$ cat src/rtl/custom_inst_dispatch_queue.sv
// Decode-and-dispatch queue for the custom (4'b1111) opcode space: decodes accelerator
// instructions, tags producer/consumer fusion pairs and keeps saturating usage counters.
module custom_inst_dispatch_queue #(
  parameter  int IW    = 16,
  parameter  int NACC  = 3,
  parameter  int DEPTH = 4,
  parameter  int CNTW  = 32,
  localparam int IMW   = IW - 13,
  localparam int AW    = $clog2(DEPTH),
  localparam int OW    = AW + 1
) (
  input  logic                 clk,
  input  logic                 rst,
  input  logic                 flush_i,
  input  logic                 in_valid_i,
  output logic                 in_ready_o,
  input  logic [IW-1:0]        in_inst_i,
  output logic                 out_valid_o,
  input  logic                 out_ready_i,
  output logic [1:0]           out_acc_sel_o,
  output logic [3:0]           out_op_o,
  output logic [2:0]           out_rd_o,
  output logic [2:0]           out_rs1_o,
  output logic [IMW-1:0]       out_imm_o,
  output logic                 out_fused_o,
  output logic [1:0]           out_fuse_type_o,
  output logic                 illegal_pulse_o,
  output logic [OW-1:0]        occupancy_o,
  output logic [NACC*CNTW-1:0] acc_count_o,
  output logic [CNTW-1:0]      illegal_count_o
);

  typedef struct packed {
    logic [1:0]     acc;
    logic [3:0]     op;
    logic [2:0]     rd;
    logic [IMW-1:0] imm;
    logic           fused;
    logic [1:0]     ftype;
  } entry_t;

  localparam logic [CNTW-1:0] CNT_MAX = {CNTW{1'b1}};

  entry_t         mem_q [DEPTH];
  logic [AW-1:0]  wr_ptr_q, wr_ptr_d, rd_ptr_q, rd_ptr_d;
  logic [OW-1:0]  occ_q, occ_d;
  logic           trk_vld_q, trk_vld_d;
  logic [1:0]     trk_acc_q, trk_acc_d;
  logic [3:0]     trk_op_q, trk_op_d;
  logic [2:0]     trk_rd_q, trk_rd_d;
  logic [CNTW-1:0] acc_cnt_q [NACC];
  logic [CNTW-1:0] ill_cnt_q;
  logic           ill_pulse_q;

  logic [3:0]     opc_s, op_s;
  logic [1:0]     acc_s, ftype_s;
  logic [2:0]     rd_s, rs1_s;
  logic           custom_s, legal_s, accept_s, push_s, pop_s, illegal_s, fuse_s;
  logic           full_s, empty_s;
  entry_t         head_s, new_s;

  // Field decode; the immediate is {ext, rs1}, i.e. the low IMW bits of the word.
  assign opc_s     = in_inst_i[IW-1 -: 4];
  assign acc_s     = in_inst_i[IW-5 -: 2];
  assign op_s      = in_inst_i[IW-7 -: 4];
  assign rd_s      = in_inst_i[IW-11 -: 3];
  assign rs1_s     = in_inst_i[IW-14 -: 3];
  assign custom_s  = (opc_s == 4'hF);
  assign legal_s   = ({1'b0, acc_s} < 3'(NACC));

  assign full_s    = (occ_q == OW'(DEPTH));
  assign empty_s   = (occ_q == {OW{1'b0}});
  assign in_ready_o = !full_s && !flush_i;
  assign accept_s  = in_valid_i && in_ready_o;
  assign push_s    = accept_s && custom_s && legal_s;
  assign illegal_s = accept_s && custom_s && !legal_s;
  assign pop_s     = !empty_s && out_ready_i && !flush_i;

  // Fusion detection against the last legal pushed instruction.
  always_comb begin
    fuse_s  = trk_vld_q && (trk_acc_q == acc_s) && (rs1_s == trk_rd_q);
    ftype_s = 2'b00;
    if (!fuse_s) begin
      ftype_s = 2'b00;
    end else if (trk_op_q == 4'd0) begin
      ftype_s = 2'b01;
    end else if (op_s == 4'd1) begin
      ftype_s = 2'b10;
    end else begin
      ftype_s = 2'b11;
    end
    new_s = '{acc: acc_s, op: op_s, rd: rd_s, imm: in_inst_i[IMW-1:0],
              fused: fuse_s, ftype: ftype_s};
  end

  // Pointer, occupancy and tracker next state.
  always_comb begin
    wr_ptr_d  = wr_ptr_q;
    rd_ptr_d  = rd_ptr_q;
    occ_d     = occ_q;
    trk_vld_d = trk_vld_q;
    trk_acc_d = trk_acc_q;
    trk_op_d  = trk_op_q;
    trk_rd_d  = trk_rd_q;
    if (flush_i) begin
      wr_ptr_d  = {AW{1'b0}};
      rd_ptr_d  = {AW{1'b0}};
      occ_d     = {OW{1'b0}};
      trk_vld_d = 1'b0;
    end else begin
      wr_ptr_d = push_s ? wr_ptr_q + AW'(1'b1) : wr_ptr_q;
      rd_ptr_d = pop_s ? rd_ptr_q + AW'(1'b1) : rd_ptr_q;
      occ_d    = occ_q + OW'(push_s) - OW'(pop_s);
      if (push_s) begin
        trk_vld_d = 1'b1;
        trk_acc_d = acc_s;
        trk_op_d  = op_s;
        trk_rd_d  = rd_s;
      end else if (accept_s) begin
        trk_vld_d = 1'b0;
      end else begin
        trk_vld_d = trk_vld_q;
      end
    end
  end

  // Control state, tracker and counters.
  always_ff @(posedge clk or posedge rst) begin
    if (rst) begin
      wr_ptr_q    <= {AW{1'b0}};
      rd_ptr_q    <= {AW{1'b0}};
      occ_q       <= {OW{1'b0}};
      trk_vld_q   <= 1'b0;
      trk_acc_q   <= 2'b00;
      trk_op_q    <= 4'd0;
      trk_rd_q    <= 3'd0;
      ill_cnt_q   <= {CNTW{1'b0}};
      ill_pulse_q <= 1'b0;
      for (int k = 0; k < NACC; k++) acc_cnt_q[k] <= {CNTW{1'b0}};
    end else begin
      wr_ptr_q    <= wr_ptr_d;
      rd_ptr_q    <= rd_ptr_d;
      occ_q       <= occ_d;
      trk_vld_q   <= trk_vld_d;
      trk_acc_q   <= trk_acc_d;
      trk_op_q    <= trk_op_d;
      trk_rd_q    <= trk_rd_d;
      ill_pulse_q <= illegal_s;
      if (illegal_s && ill_cnt_q != CNT_MAX) ill_cnt_q <= ill_cnt_q + CNTW'(1'b1);
      for (int k = 0; k < NACC; k++) begin
        if (push_s && acc_s == 2'(k) && acc_cnt_q[k] != CNT_MAX)
          acc_cnt_q[k] <= acc_cnt_q[k] + CNTW'(1'b1);
      end
    end
  end

  // Queue storage; contents only matter while counted by occupancy.
  always_ff @(posedge clk) begin
    if (push_s) mem_q[wr_ptr_q] <= new_s;
  end

  assign head_s          = mem_q[rd_ptr_q];
  assign out_valid_o     = !empty_s;
  assign out_acc_sel_o   = empty_s ? 2'b00 : head_s.acc;
  assign out_op_o        = empty_s ? 4'd0 : head_s.op;
  assign out_rd_o        = empty_s ? 3'd0 : head_s.rd;
  assign out_rs1_o       = empty_s ? 3'd0 : head_s.imm[2:0];
  assign out_imm_o       = empty_s ? {IMW{1'b0}} : head_s.imm;
  assign out_fused_o     = empty_s ? 1'b0 : head_s.fused;
  assign out_fuse_type_o = empty_s ? 2'b00 : head_s.ftype;
  assign illegal_pulse_o = ill_pulse_q;
  assign occupancy_o     = occ_q;
  assign illegal_count_o = ill_cnt_q;

  for (genvar k = 0; k < NACC; k++) begin : g_cnt
    assign acc_count_o[k*CNTW +: CNTW] = acc_cnt_q[k];
  end

endmodule

$ cat config.mk
export PLATFORM = sky130hd
export DESIGN_NAME = custom_inst_dispatch_queue
export DESIGN_NICKNAME = d
export VERILOG_FILES = /design/src/rtl/custom_inst_dispatch_queue.sv
export SDC_FILE = /design/constraint.sdc
export NUM_CORES = 1
export LEC_CHECK = 0
export BUFFER_PORTS_ARGS = -buffer_cell sky130_fd_sc_hd__buf_2
export CORE_ASPECT_RATIO = 1.5
export CORE_MARGIN = 2
export CORE_UTILIZATION = 51
export DETAILED_ROUTE_END_ITERATION = 12
export GPL_TIMING_DRIVEN = 0
export HOLD_SLACK_MARGIN = 0.08
export PLACE_DENSITY = 0.77
export SLEW_MARGIN = 10
export SYNTH_ARGS = -nofsm -noshare
export SYNTH_HDL_FRONTEND = slang
export SYNTH_SLANG_ARGS = --single-unit
export TNS_END_PERCENT = 10
$ cat constraint.sdc
create_clock -name clk -period 5.1 [get_ports clk]
set_clock_uncertainty 0.1 [all_clocks]
set_input_delay 1.02 -clock clk [delete_from_list [all_inputs] [get_ports clk]]
set_output_delay 1.02 -clock clk [all_outputs]
set_load 0.02 [all_outputs]
==> flow_summary_export.csv <==
group,metric,value,unit
run_status,run_status,"complete, no violations",
final_layout,most_common_cell_after_layout_fill_and_taps_aside,"buf_2",
grt,first_global_vias,7226,
place,placedInstanceArea,10900,um^2
worst_setup_path,cell_at_the_slowest_stage_of_the_critical_path,"mux4_2",
floorplanning,die_y,173,um
yosys,synthesis.area,9660,um^2
route,count_of_vias_placed_by_the_detailed_router,7023,
worst_setup_path,critical_path.cell_chain,"clkbuf_1, buf_2, mux4_2, and2_1, buf_4, buf_2",
timing,fin_crit,3880,ps
yosys,primary_ff_master_synth,"dfrtp_1",
route,postRouteAntennaNets,0,
grt,total_routing_usage_reported_by_global_routing,21.7,%
final_layout,antenna_cells_inserted,0,
clock_tree,clock_tree.root_cell,"clkbuf_16",
grt,global_route_wire_length_before_repair,35700,um
yosys,asyncSetResetFlopFracSynth,70.9,%
worst_setup_path,critPathMaxStageDelay,530,ps
clock_tree,clk_path_buf_depth,3,
place,place.gp.congestion,0.845,
worst_setup_path,cp_top_family,"buffers and inverters",
clock_tree,cts_num_sinks,206,
route,post-route-drc-count,0,
floorplanning,floorplan.io_pins,173,
timing,timing.slew.headroom,44.0,%
worst_setup_path,startpoint_type,"flip-flop",
clock_tree,cts_post_setup_buffers_inserted,0,
worst_setup_path,worstPathRequired,3980,ps
worst_setup_path,path_common_cell,"buf_2",
final_layout,final_design_area_no_fill,11500,um^2
timing,final.period_utilization,76.2,%
clock_tree,cts_bufs_inserted,21,
pwr,power_leakage,5.47,nW
yosys,yosys_warnings,0,
floorplanning,core.rowCount,61,
timing,achievable-frequency,0.257,GHz
final_layout,layout-area-overhead-vs-synth,19.5,%
yosys,syn-mean-instance-area,11.9,um^2
yosys,synth-seq-cells,206,
grt,grt_antenna_before_repair,0,
timing,finalMaxSlewViolations,0,
route,first_pass_iteration_count_of_the_detailed_router,5,
route,initialDrtViolationCount,416,
timing,hold_violations,0,
clock_tree,clk_latency,490,ps
worst_setup_path,critical_path_class,"reg2out",
yosys,synthCells,810,
pwr,p_per_area,322,nW/um^2
flow_run,max_cap_violations,0,
worst_setup_path,critical_path.max_fanout,10,
floorplanning,design.core.area,18500,um^2
timing,finalSetupViolations,0,
timing,holdWs,390,ps
min_path,worst_hold_path_type,"reg2reg",
worst_setup_path,capturing_element_type_of_the_critical_path,"output port",
final_layout,post_route_cells_drive_above_1_share,26.0,%
yosys,synth_edf_count,60,
route,viasPerCell,5.52,
final_layout,fin_nets,1038,
yosys,ys_types,57,
clock_tree,clock_tree_from_tritoncts,"yes",
grt,pin_count_of_the_biggest_net_entering_global_routing,93,
clock_tree,path_clk_slew,60,ps
place,input_output_buffers,172,
timing,setup_repair_after_global_routing_missed_its_margin,"false",
floorplanning,fp.dieArea,20100,um^2
timing,worst-slew-pin-transition,840,ps
clock_tree,cts.hold.buffers_added,0,
route,routed_wire_length,21400,um
final_layout,most-common-layout-cells,"buf_2 (180), dfrtp_1 (146), xor2_1 (76)",
clock_tree,clock_tree.htree_level_count,1,
pwr,power.ir.vdd_worst,245,uV
floorplanning,width_of_the_die,116,um
floorplanning,start_util,52.1,%
final_layout,n_fill_cell,1505,
yosys,ys_seq_area_share,56.5,%
grt,globalRouteOverflowTotal,0,
route,wl_per_cell,16.8,um
place,post-dp-hpwl,15300,um
yosys,syn-num-nets,842,
clock_tree,postCtsResizedCells,0,
final_layout,final_util,62.2,%
worst_setup_path,timing.critical_path.buf_inv,4,
worst_setup_path,arrival,2760,ps
==> cell usage after synthesis (all sizes together) (3+ instances only) <==
| cell type | instances | share of area [%] |
|---|---|---|
| mux2 | 12 | 1.4 |
| xnor2 | 51 | 4.6 |
| nor3b | 7 | 0.60 |
| nor4 | 34 | 2.4 |
| dfrtp | 146 | 38 |
| o21ai | 3 | 0.16 |
| xor2 | 76 | 6.9 |
| nor4b | 9 | 0.97 |
| and2 | 26 | 1.7 |
| buf | 13 | 0.80 |
| nand2b | 4 | 0.34 |
| nor3 | 35 | 1.8 |
| or4 | 5 | 0.43 |
| and3 | 13 | 0.84 |
| and4 | 13 | 1.2 |
| or3 | 6 | 0.39 |
| a21oi | 4 | 0.21 |
| a31oi | 3 | 0.26 |
| mux4 | 15 | 3.5 |
| nand3 | 59 | 3.2 |
| nand2 | 55 | 2.2 |
| clkbuf | 21 | 0.83 |
| ha | 10 | 1.3 |
| edfxtp | 60 | 19 |
| nand4 | 50 | 3.3 |
| nor2 | 46 | 1.9 |
| inv | 15 | 0.58 |
==> kinds of logic after synthesis <==
| group | Yosys count | synth area share (%) |
|---|---|---|
| simple gates | 372 | 22.1 |
| flops | 206 | 56.5 |
| compound gates | 17 | 1.27 |
| xor+xnor | 127 | 11.5 |
| fa+ha+maj | 11 | 1.50 |
| mux | 27 | 4.90 |
| buf+inv | 50 | 2.27 |
==> routing by layer <==
| layer | share of wire, % | vias up | track usage [%] | wire [um] |
|---|---|---|---|---|
| li1 | - | 3337 | - | - |
| met1 | 40 | 3453 | 26.7 | 8600 |
| met2 | 53 | 190 | 39.0 | 11300 |
| met3 | 4.6 | 43 | 3.43 | 975 |
| met4 | 2.2 | 0 | 6.05 | 481 |
| met5 | 0 | - | 0 | 0 |
==> final timing paths <==
check	from	end	slack (ps)	cells after the start
max	rd_ptr_q[0]	out_rs1_o[1]	1220	6
min in group asynchronous	rst	acc_count_o[15]	440	2
min	illegal_count_o[11]	illegal_count_o[11]	390	1
min reg2reg	illegal_count_o[11]	illegal_count_o[11]	390	1
max in group asynchronous	rst	trk_op_q[3]	3680	3
max reg2reg	occupancy_o[2]	occupancy_o[2]	1770	11
==> where the power goes <==
part / switching, mW / internal [mW]
Sequential: 0.0313 / 1.73
Combinational: 0.264 / 0.180
Clock: 0.632 / 0.874
==> worst register-to-register path, cell delays in order (launching register included) <==
cell and delay, ps:
dfrtp_1 420, nor3b_2 230, or3_1 450, a21oi_1 510, inv_1 260, ha_1 340
inv_1 60, ha_1 130, inv_1 50, fa_1 400, xnor2_1 210, nor2_1 60
==> through the flow <==
| stage | instances | worst slack [ps] | power (mW) | setup TNS [ps] |
|---|---|---|---|---|
| final | 1272 | 1220 | 3.71 | 0 |
| after global routing | 1272 | 958 | 3.87 | 0 |
| after CTS | 1272 | 1130 | 3.76 | 0 |
| after detailed placement | 1235 | 1040 | 2.25 | 0 |
| after global placement | 1234 | -1630 | 2.23 | -236630 |
| after floorplan | 810 | 57.0 | 2.10 | 0 |
==> final cells by class <==
class | instances | area [um^2] | area share (%)
sequential | 206 | 5460 | 47.3
multi-input combinational | 554 | 3990 | 34.5
timing repair buffer | 173 | 888 | 7.69
clock buffer | 24 | 547 | 4.74
tap | 252 | 315 | 2.73
buffer | 34 | 158 | 1.37
clock inverter | 13 | 128 | 1.11
inverter | 16 | 68.8 | 0.596
==> sequential cells by signal, summed over array words and instances (netlist names) <==
register / flops
acc_count_o: 96
mem_q: 60
illegal_count_o: 32
trk_op_q: 4
occupancy_o: 3
trk_rd_q: 3
rd_ptr_q: 2
trk_acc_q: 2
wr_ptr_q: 2
illegal_pulse_o: 1
trk_vld_q: 1
(Power assumes the default switching activity.)
